**src/rtl/semeion_inference_sequencer.sv**
```systemverilog
// Sequencer for one Semeion digit inference: accepts an image, drives layer 1
// then layer 2, and returns the class index, with a timeout watchdog and latency counter.
module semeion_inference_sequencer #(
  parameter int IMG_WIDTH      = 256,
  parameter int CLASS_WIDTH    = 4,
  parameter int TIMEOUT_CYCLES = 4096,
  parameter int CNT_WIDTH      = 13
) (
  input  logic                   clk,
  input  logic                   reset,
  input  logic                   img_valid,
  input  logic [IMG_WIDTH-1:0]   img_data,
  output logic                   img_ready,
  output logic [IMG_WIDTH-1:0]   l1_input,
  output logic                   l1_load,
  input  logic                   l1_done,
  output logic                   l2_load,
  input  logic                   l2_done,
  input  logic [CLASS_WIDTH-1:0] l2_class,
  output logic                   res_valid,
  output logic [CLASS_WIDTH-1:0] res_class,
  input  logic                   res_ready,
  output logic                   busy,
  output logic                   err_timeout,
  output logic [CNT_WIDTH-1:0]   latency,
  output logic [2:0]             dbg_state
);

  // Handshakes: a transfer happens on a rising clk edge where valid & ready are
  // both high; the offering side holds its data stable until that edge.

  typedef enum logic [2:0] {
    IDLE     = 3'd0,
    L1_START = 3'd1,
    L1_WAIT  = 3'd2,
    L2_START = 3'd3,
    L2_WAIT  = 3'd4,
    RESULT   = 3'd5,
    ERR      = 3'd6
  } state_t;

  localparam logic [CNT_WIDTH-1:0] TIMER_LAST = CNT_WIDTH'(TIMEOUT_CYCLES - 1);

  state_t               state, state_nxt;
  logic [CNT_WIDTH-1:0] timer;
  logic                 l1_done_q, l2_done_q;
  logic                 l1_rise_q, l2_rise_q;
  logic                 timed_out;

  assign timed_out = (timer == TIMER_LAST);
  assign busy      = (state != IDLE);
  assign dbg_state = state;

  always_comb begin
    state_nxt = state;
    img_ready = 1'b0;
    l1_load   = 1'b0;
    l2_load   = 1'b0;
    res_valid = 1'b0;
    case (state)
      IDLE: begin
        img_ready = 1'b1;
        if (img_valid) state_nxt = L1_START;
      end
      L1_START: begin
        l1_load   = 1'b1;
        state_nxt = L1_WAIT;
      end
      // A done edge outranks a timeout landing in the same cycle.
      L1_WAIT: begin
        if (l1_rise_q)      state_nxt = L2_START;
        else if (timed_out) state_nxt = ERR;
      end
      L2_START: begin
        l2_load   = 1'b1;
        state_nxt = L2_WAIT;
      end
      L2_WAIT: begin
        if (l2_rise_q)      state_nxt = RESULT;
        else if (timed_out) state_nxt = ERR;
      end
      RESULT: begin
        res_valid = 1'b1;
        if (res_ready) state_nxt = IDLE;
      end
      ERR:     state_nxt = IDLE;
      default: state_nxt = IDLE;
    endcase
  end

  always_ff @(posedge clk or negedge reset) begin
    if (!reset) begin
      state       <= IDLE;
      timer       <= '0;
      l1_done_q   <= 1'b0;
      l2_done_q   <= 1'b0;
      l1_rise_q   <= 1'b0;
      l2_rise_q   <= 1'b0;
      l1_input    <= '0;
      res_class   <= '0;
      err_timeout <= 1'b0;
      latency     <= '0;
    end else begin
      state     <= state_nxt;
      // Done levels may stay high across runs, so only a fresh rising edge counts.
      l1_done_q <= l1_done;
      l2_done_q <= l2_done;
      l1_rise_q <= l1_done & ~l1_done_q;
      l2_rise_q <= l2_done & ~l2_done_q;

      if (state == L1_START || state == L2_START) timer <= '0;
      else if (state == L1_WAIT || state == L2_WAIT) timer <= timer + CNT_WIDTH'(1);

      if (state == IDLE && img_valid) begin
        l1_input    <= img_data;
        err_timeout <= 1'b0;
        latency     <= '0;
      end else if (state == L1_START || state == L1_WAIT ||
                   state == L2_START || state == L2_WAIT) begin
        if (latency != '1) latency <= latency + CNT_WIDTH'(1);
      end

      if (state == L2_WAIT && l2_rise_q) res_class <= l2_class;
      if (state == ERR) err_timeout <= 1'b1;
    end
  end

endmodule

```
**config.mk**
```make
export PLATFORM = sky130hd
export DESIGN_NAME = semeion_inference_sequencer
export DESIGN_NICKNAME = d
export VERILOG_FILES = /design/src/rtl/semeion_inference_sequencer.sv
export SDC_FILE = /design/constraint.sdc
export NUM_CORES = 1
export LEC_CHECK = 0
export ABC_AREA = 1
export CORE_AREA = 5 5 211 213
export CTS_BUF_LIST = sky130_fd_sc_hd__clkbuf_4 sky130_fd_sc_hd__clkbuf_8 sky130_fd_sc_hd__clkbuf_16
export CTS_CLUSTER_DIAMETER = 80
export CTS_CLUSTER_SIZE = 25
export DETAILED_ROUTE_END_ITERATION = 16
export DIE_AREA = 0 0 216 218
export GPL_TIMING_DRIVEN = 0
export PLACE_DENSITY = 0.66
export SETUP_SLACK_MARGIN = 0.3
export SYNTH_ARGS = -nofsm -noshare
export SYNTH_HDL_FRONTEND = slang
export SYNTH_SLANG_ARGS = --single-unit
```
**constraint.sdc**
```tcl
create_clock -name clk -period 4.89 [get_ports clk]
set_clock_uncertainty 0.05 [all_clocks]
set_input_delay 0.978 -clock clk [delete_from_list [all_inputs] [get_ports clk]]
set_output_delay 0.978 -clock clk [all_outputs]
set_load 0.01 [all_outputs]
```
==> results of run 1 <==
-- area by class of cell --
| cell class | instances | area share |
|---|---|---|
| clock buffers | 21 | 0.0252 |
| multi-input cells | 978 | 0.208 |
| well taps | 546 | 0.0368 |
| clock inverters | 5 | 0.00472 |
| plain buffers | 61 | 0.0244 |
| flip-flops and latches | 294 | 0.396 |
| repair buffers | 549 | 0.298 |
| inverters | 31 | 0.00641 |
-- sequential cells by signal, indices dropped and copies added, names as in the netlist --
register	flops
dbg_state	3
latency	13
l2_rise_q	1
timer	13
res_class	4
l1_done_q	1
err_timeout	1
l2_done_q	1
l1_rise_q	1
l1_input	256
-- Yosys cell counts, drive strengths merged --
library cell,count,area (µm²)
a21oi,8,40.0
a22o,1,8.76
a31oi,1,6.26
a32o,1,10.0
buf,58,432
clkbuf,3,21.3
dfrtp,294,7360
ha,2,25.0
inv,31,119
nand2,863,3260
nand3,27,135
nand4,11,68.8
nor2,39,156
nor3,4,20.0
o21ai,16,83.8
o21bai,1,7.51
or2,2,12.5
xnor2,1,8.76
xor2,1,8.76
-- power by group --
| part | internal (mW) | switching [mW] |
|---|---|---|
| Sequential | 3.50 | 0.641 |
| Combinational | 2.74 | 2.68 |
| Clock | 0.759 | 0.860 |
-- cell families after synthesis --
family / count (synthesis)
compound gates: 28
xor+xnor: 2
fa+ha+maj: 2
buf+inv: 92
flops: 294
simple gates: 946
-- routing by layer --
layer / share of wire / GRT usage / vias up
li1: - / - / 5274
met3: 0.093 / 0.0625 / 55
met1: 0.40 / 0.207 / 5127
met5: 0.00063 / 0 / -
met4: 0.021 / 0.0394 / 4
met2: 0.49 / 0.300 / 410
-- stage by stage --
| stage | setup WS (ns) | instances |
|---|---|---|
| after floorplan | 2.70 | 1364 |
| after global placement | -10.29 | 2457 |
| after detailed placement | 2.06 | 2459 |
| after CTS | 1.45 | 2485 |
| after global routing | 1.32 | 2485 |
| final | 1.53 | 2485 |
-- worst max-delay path: stages (launching register included) --
cell	delay (ns)
dfrtp_1	0.46
inv_1	0.14
nor2_1	0.26
inv_1	0.09
buf_2	0.20
nor2_1	0.10
clkdlybuf4s50_1	0.56
-- worst paths after layout --
kind | start | to | slack, ns | depth (start not counted)
setup / recovery | dbg_state[0] | l1_load | 1.53 | 6
hold / removal | l1_done_q | l1_rise_q | 0.35 | 1
setup reg to reg | latency[0] | latency[0] | 2.93 | 10
hold reg to reg | l1_done_q | l1_rise_q | 0.35 | 1
max in group asynchronous | reset | l1_input[2] | 3.28 | 2
min in group asynchronous | reset | l1_input[166] | 0.43 | 1
==> impl_metrics.ini, run 1 <==
[status]
status = finished clean

[timing]
tightest_slew_ns = 0.713
slew_viol_final = 0
hold_viol = 0
fmax_mhz = 298
grt_setup_unrepaired = false
maxSlewHeadroom = 0.525
holdWs_ns = 0.349
fin_crit_sh = 0.687
final-setup-viol-count = 0
period_minus_slack_ns = 3.36
tns_ns = 0

[floorplan]
core_um2 = 42500
die_h_um = 218
die_area_um2 = 47100
initial_utilization = 0.277
die_x_um = 216
ios = 548
rows = 76

[global_routing]
grt_first_pass_wirelength_mm = 65.1
grt_use_total = 0.173
first_global_vias = 11222
globalRouteOverflowTotal = 0
grt_max_degree = 109
grt_antenna_before_repair = 2

[synth]
synthCells = 1364
synth_xor_area_frac = 0.00149
synth-adder-area-share = 0.00212
yosysWarnings = 0
ys_ff_latch = 294
synth_compound_area_frac = 0.0133
ys_types = 31
synth_fp_nets = 1632
synth_mux_area_frac = 0
ys_seq_area_frac = 0.624
synth_top_family_by_area = simple AND/OR/NAND/NOR gates
synth_area_um2 = 11800
synth_simple_gate_area_frac = 0.310
synth.avg_cell_area_um2 = 8.64

[route]
vias = 10870
ant_nets = 0
drc = 0
routed_wl_mm = 42.9
wl_per_cell_um = 17.3
vias_per_cell = 4.37
dr.first_iter.drc_count = 618
dr.pass1.iters = 5

[clock_network]
cts_tree = done
clk_pin_slew_worst_paths_ns = 0.09
cts_max_level = 1
cts_buffers = 17
insertion_delay_ns = 0.52
cts_resized = 0
post_cts_buffers = 0
max-clock-path-buffers = 3
cts_hold_buf = 0
root_buffer = clkbuf_16
cts_sinks = 294

[placement]
io_buffers = 547
place_congestion = 0.857
dpl-instance-area_um2 = 18000
dp_hpwl_mm = 33.5

[finish]
ff_latch_area_um2 = 7360
drive_gt1_frac = 0.0531
multi_input_area_um2 = 3850
design_area_um2 = 18600
final_cell_mix = nand2_1 (858), clkdlybuf4s50_1 (546), dfrtp_1 (294), nor2_1 (37), buf_2 (30)
n_antenna_cell = 0
fin_util = 0.437
syn2layout_area_growth_pct = 57.5
nets = 2200
nFillCells = 4100
mostFrequentLayoutCell = nand2_1

[setup_path]
endpoint_kind = output port
worst-setup-path-type = flip-flop to output port
start_kind = flip-flop
cp.required_ns = 3.86
critPathArrivalTime_ns = 2.33
crit_fanout = 10

[hold_path]
hold_class = flip-flop to flip-flop

[pwr]
peakVddDrop_uv = 336
power.density_nw_per_um2 = 602
p_total_mw = 11.2
leakage_nw = 9.01

[flow_run]
cap_violations = 0
Power figures use the tool's default switching activity.
==> run 2, diff against run 1 <==
Settings changed: CORE_AREA 5 5 211 213 to 5 5 212 214, DIE_AREA 0 0 216 218 to 0 0 217 219.
Clock period 4.89 ns to 3.21 ns, I/O delays scaled along.
==> run 2 against run 1 <==
  * Core utilization grew 0.32 points
  * Combinational power increased by 53%
  * Hold slack got worse by 0.28 ns
  * Cell area increased by 1.2%
  * Global-route usage rose by 0.12 points
  * Sequential cell count is the same
  * Total power rose by 57%
==> impl_metrics.ini, run 2 (synthesized netlist as in run 1, its figures left out) <==
[status]
status = finished clean

[global_routing]
grt_antenna_before_repair = 0
grt_first_pass_wirelength_mm = 66.2
first_global_vias = 11284
globalRouteOverflowTotal = 0
grt_max_degree = 118
grt_use_total = 0.174

[setup_path]
crit_fanout = 6
cp.required_ns = 2.52
start_kind = flip-flop
r2r-end = l1_input[83]
worst-setup-path-type = flip-flop to output port
endpoint_kind = output port
critPathArrivalTime_ns = 2.03
reg2reg_from = dbg_state[2]
reg2reg_depth = 8
rrSetupSlack_ns = 1.18

[placement]
place_congestion = 0.859
dp_hpwl_mm = 33.5
place_ws_ns = 0.765
dpl-instance-area_um2 = 18000
io_buffers = 547

[pwr]
combPwrFrac = 0.472
switchingPower_mw = 6.65
peakVddDrop_uv = 476
leakage_nw = 9.11
cellInternalPower_mw = 10.9
seq_power_share = 0.359
switching_share = 0.378
power.density_nw_per_um2 = 936
p_clk_frac = 0.169

[finish]
regMostFlops = l1_input
mostFrequentLayoutCell = nand2_1
drive_gt1_frac = 0.0600
fin_util = 0.440
ff_latch_area_um2 = 7360
nets = 2205
final_cell_mix = nand2_1 (858), clkdlybuf4s50_1 (545), dfrtp_1 (293), nor2_1 (36), buf_2 (30)
largest_reg_flops = 256
design_area_um2 = 18800
reg_top3 = l1_input (256), latency (13), timer (13)
syn2layout_area_growth_pct = 59.4
multi_input_area_um2 = 3860
nFillCells = 4114

[floorplan]
die_area_um2 = 47500
rows = 76
core_um2 = 42700
initial_utilization = 0.276
die_x_um = 217
die_h_um = 219
ios = 548

[clock_network]
cts_tree = done
cts_hold_buf = 0
cts_buffers = 22
root_buffer = clkbuf_16
max-clock-path-buffers = 3
cts_resized = 2
post_cts_buffers = 0
cts_sinks = 294
insertion_delay_ns = 0.53
clk_pin_slew_worst_paths_ns = 0.08
cts_max_level = 1

[route]
vias = 10908
wl_per_cell_um = 17.3
dr.first_iter.drc_count = 637
drc = 0
ant_nets = 0
vias_per_cell = 4.36
dr.pass1.iters = 5
routed_wl_mm = 43.3

[timing]
tightest_slew_ns = 0.706
slew_viol_final = 0
setup_slack_ns = 0.484
hold_viol = 0
fmax_mhz = 367
period_minus_slack_ns = 2.73
final-setup-viol-count = 0
tns_ns = 0
grt_setup_unrepaired = false
holdWs_ns = 0.0657
fin_crit_sh = 0.849
maxSlewHeadroom = 0.530

[hold_path]
hold_class = input pin to asynchronous set/reset pin

[flow_run]
cap_violations = 0
## run 2: cell types whose count changed in the layout (fill, tap and decap cells not counted), moves of 2 or more
cell,change
clkinvlp_4,+2
clkbuf_8,-2
clkinv_8,+2
inv_6,+2
diode_2,+2
clkbuf_16,+6
## run 2: how the worst max path moves through the flow
| stage | endpoint | from |
|---|---|---|
| after detailed placement | l1_load | dbg_state[0] |
| after CTS | l1_load | dbg_state[0] |
| final | res_valid | dbg_state[2] |
| after global placement | l1_input[18] | reset |
| after global routing | res_valid | dbg_state[2] |
| after floorplan | l1_load | dbg_state[0] |
## run 2: area by class of cell
cell class / instances / area share
flip-flops and latches: 294 / 0.392
repair buffers: 549 / 0.295
multi-input cells: 978 / 0.206
well taps: 546 / 0.0364
clock buffers: 24 / 0.0311
plain buffers: 61 / 0.0241
clock inverters: 14 / 0.00933
inverters: 31 / 0.00633
diodes: 2 / 0.000267
## run 2: worst max-delay path, stage by stage, from the launching register on
cell and delay (ns):
dfrtp_1 0.52, inv_2 0.12, nor3_1 0.26, clkdlybuf4s50_1 0.61
## run 2: power groups by stage
stage	registers, mW	logic [mW]	clock network, mW
2_1_floorplan	7.00	2.71	0
4_1_cts	6.30	8.45	3.09
3_5_place_dp	6.32	8.41	0
3_3_place_gp	6.30	8.28	0
6_report	6.30	8.29	2.97
5_1_grt	6.49	9.04	3.22
## run 2: through the flow
| stage | power, mW | cells |
|---|---|---|
| after floorplan | 9.71 | 1364 |
| after global placement | 14.6 | 2457 |
| after detailed placement | 14.7 | 2459 |
| after CTS | 17.8 | 2497 |
| after global routing | 18.8 | 2497 |
| final | 17.6 | 2499 |
## run 2: layer usage
| metal | share of wire | global-route usage |
|---|---|---|
| met3 | 0.097 | 0.0661 |
| met5 | 0 | 0 |
| met4 | 0.028 | 0.0407 |
| met2 | 0.48 | 0.297 |
| met1 | 0.40 | 0.210 |
==> run 3, diff against run 2 <==
Settings changed: CORE_AREA 5 5 212 214 to 5 5 211 213, DIE_AREA 0 0 217 219 to 0 0 216 218, PLACE_DENSITY 0.66 to 0.68.
Clock period 3.21 ns to 2.3 ns, I/O delays scaled along.
==> run 3 against run 2 <==
  * Total power is 35% higher
  * Via count is 2.0% higher
  * Routed wire length is 2.0% higher
  * Worst setup slack worse by 0.21 ns
  * Die area is 0.92% lower
  * Clock power is 40% higher
  * Non-clock buffer count is 22 higher
  * Critical path depth is 2 higher
  * Combinational power is 31% higher
  * Cell area is 1.5% higher
  * First-iteration DRC count is 0.63% lower
==> impl_metrics.ini, run 3 (synthesized netlist as in run 1, its figures left out) <==
[floorplan]
die_area_um2 = 47100
die_x_um = 216
ios = 548
initial_utilization = 0.277
die_h_um = 218
rows = 76
core_um2 = 42500

[finish]
largest_reg_flops = 256
reg_top3 = l1_input (256), latency (13), timer (13)
final_cells = 2519
final_cell_mix = nand2_1 (858), clkdlybuf4s50_1 (298), dfrtp_1 (285), dlygate4sd2_1 (149), dlymetal6s2s_1 (94)
regMostFlops = l1_input
nets = 2227
drive_gt1_frac = 0.0796
n_antenna_cell = 0
syn2layout_area_growth_pct = 61.7
mostFrequentLayoutCell = nand2_1

[route]
wl_met1_mm = 16.6
dr.first_iter.drc_count = 633
ant_nets = 0
wl_met3_mm = 4.45
top_layer_used = met5
vias_per_cell = 4.42
vias = 11122
drc = 0
dr.pass1.iters = 5
wl_per_cell_um = 17.5
route.met2.wl_mm = 21.9
routed_wl_mm = 44.2

[global_routing]
grt_max_degree = 120
first_global_vias = 11596
grt_antenna_before_repair = 7
grt_use_total = 0.179
grt_first_pass_wirelength_mm = 67.1
globalRouteOverflowTotal = 0

[setup_path]
worst-setup-path-type = flip-flop to output port
critPathArrivalTime_ns = 1.52
crit_fanout = 3
endpoint_kind = output port
start_kind = flip-flop
reg2reg_depth = 12
cp.required_ns = 1.79

[placement]
place_congestion = 0.880
numPlacedInstances = 2459
dp_hpwl_mm = 33.6
io_buffers = 547

[pwr]
leakage_nw = 10.7
switching_share = 0.393
combPwrFrac = 0.459
switchingPower_mw = 9.33
seq_power_share = 0.366
peakVddDrop_uv = 778
cellInternalPower_mw = 14.4
power.density_nw_per_um2 = 1250
p_clk_frac = 0.175

[timing]
final-setup-viol-count = 0
slew_viol_final = 0
fmax_mhz = 494
fin_crit_sh = 0.881
period_minus_slack_ns = 2.03
holdWs_ns = 0.343
grt_setup_unrepaired = true
hold_viol = 0
tightest_slew_ns = 0.684
maxSlewHeadroom = 0.544

[clock_network]
clk_pin_slew_worst_paths_ns = 0.08
max-clock-path-buffers = 3
cts_sinks = 294
insertion_delay_ns = 0.54
cts_buffers = 22
cts_tree = done
cts_max_level = 1
root_buffer = clkbuf_16

[hold_path]
min_path_cells = 1
hold_class = input pin to flip-flop

[flow_run]
cap_violations = 0

[status]
status = finished clean
-- run 3: area by class of cell --
type | instances | area, µm²
fill | 4069 | 23400
sequential | 294 | 7370
timing repair buffer | 571 | 5750
multi-input combinational | 978 | 3900
tap | 546 | 683
clock buffer | 24 | 583
buffer | 61 | 469
clock inverter | 14 | 178
inverter | 31 | 129
-- run 3: power groups by stage --
stage	Sequential, mW	Clock (mW)	Combinational, mW
2_1_floorplan	9.77	0	3.78
3_3_place_gp	8.78	0	11.5
3_5_place_dp	8.82	0	11.7
4_1_cts	8.70	4.30	11.1
5_1_grt	8.99	4.50	12.0
6_report	8.69	4.17	10.9
-- run 3: path summary, 6_finish.rpt --
check / start / end / slack [ns]
min: l2_done / l2_done_q / 0.34
max in group asynchronous: reset / l1_input[77] / 0.76
min reg2reg: l2_done_q / l2_rise_q / 0.35
min in group asynchronous: reset / l1_input[172] / 0.41
max reg2reg: dbg_state[0] / latency[2] / 0.38
max: dbg_state[0] / img_ready / 0.27
-- run 3: through the flow --
stage	instance area [µm²]	TNS [ns]	total power, mW	utilization	setup WS, ns
floorplan	11800	0	13.6	-	0.625
global placement	17900	-3628.59	20.3	0.422	-12.38
CTS	18700	0	24.1	0.440	0.158
global route	19100	0	25.4	0.448	0.221
finish	19100	0	23.8	0.448	0.275
detailed placement	18000	-0.00783	20.5	0.423	-0.00783
-- run 3: worst max-delay path, cell delays in order, from the launching register on --
cell     delay [ns]
dfrtp_2        0.45
buf_4          0.16
nor2_4         0.11
nand2_4        0.09
inv_4          0.07
buf_6          0.10
-- run 3: timing repair --
action	CTS	global route
pin swaps	3	3
hold buffers	1	0
gates resized for setup	188	110
endpoints found under the hold margin	58	0
setup endpoints to repair	156	120
buffers inserted	14	7
-- run 3: metal layers --
metal  global-route usage  vias to the layer above
met4               0.0471                       14
met1                0.208                     5267
met3               0.0697                       74
met2                0.310                      423
met5                    0                        -
li1                     -                     5344
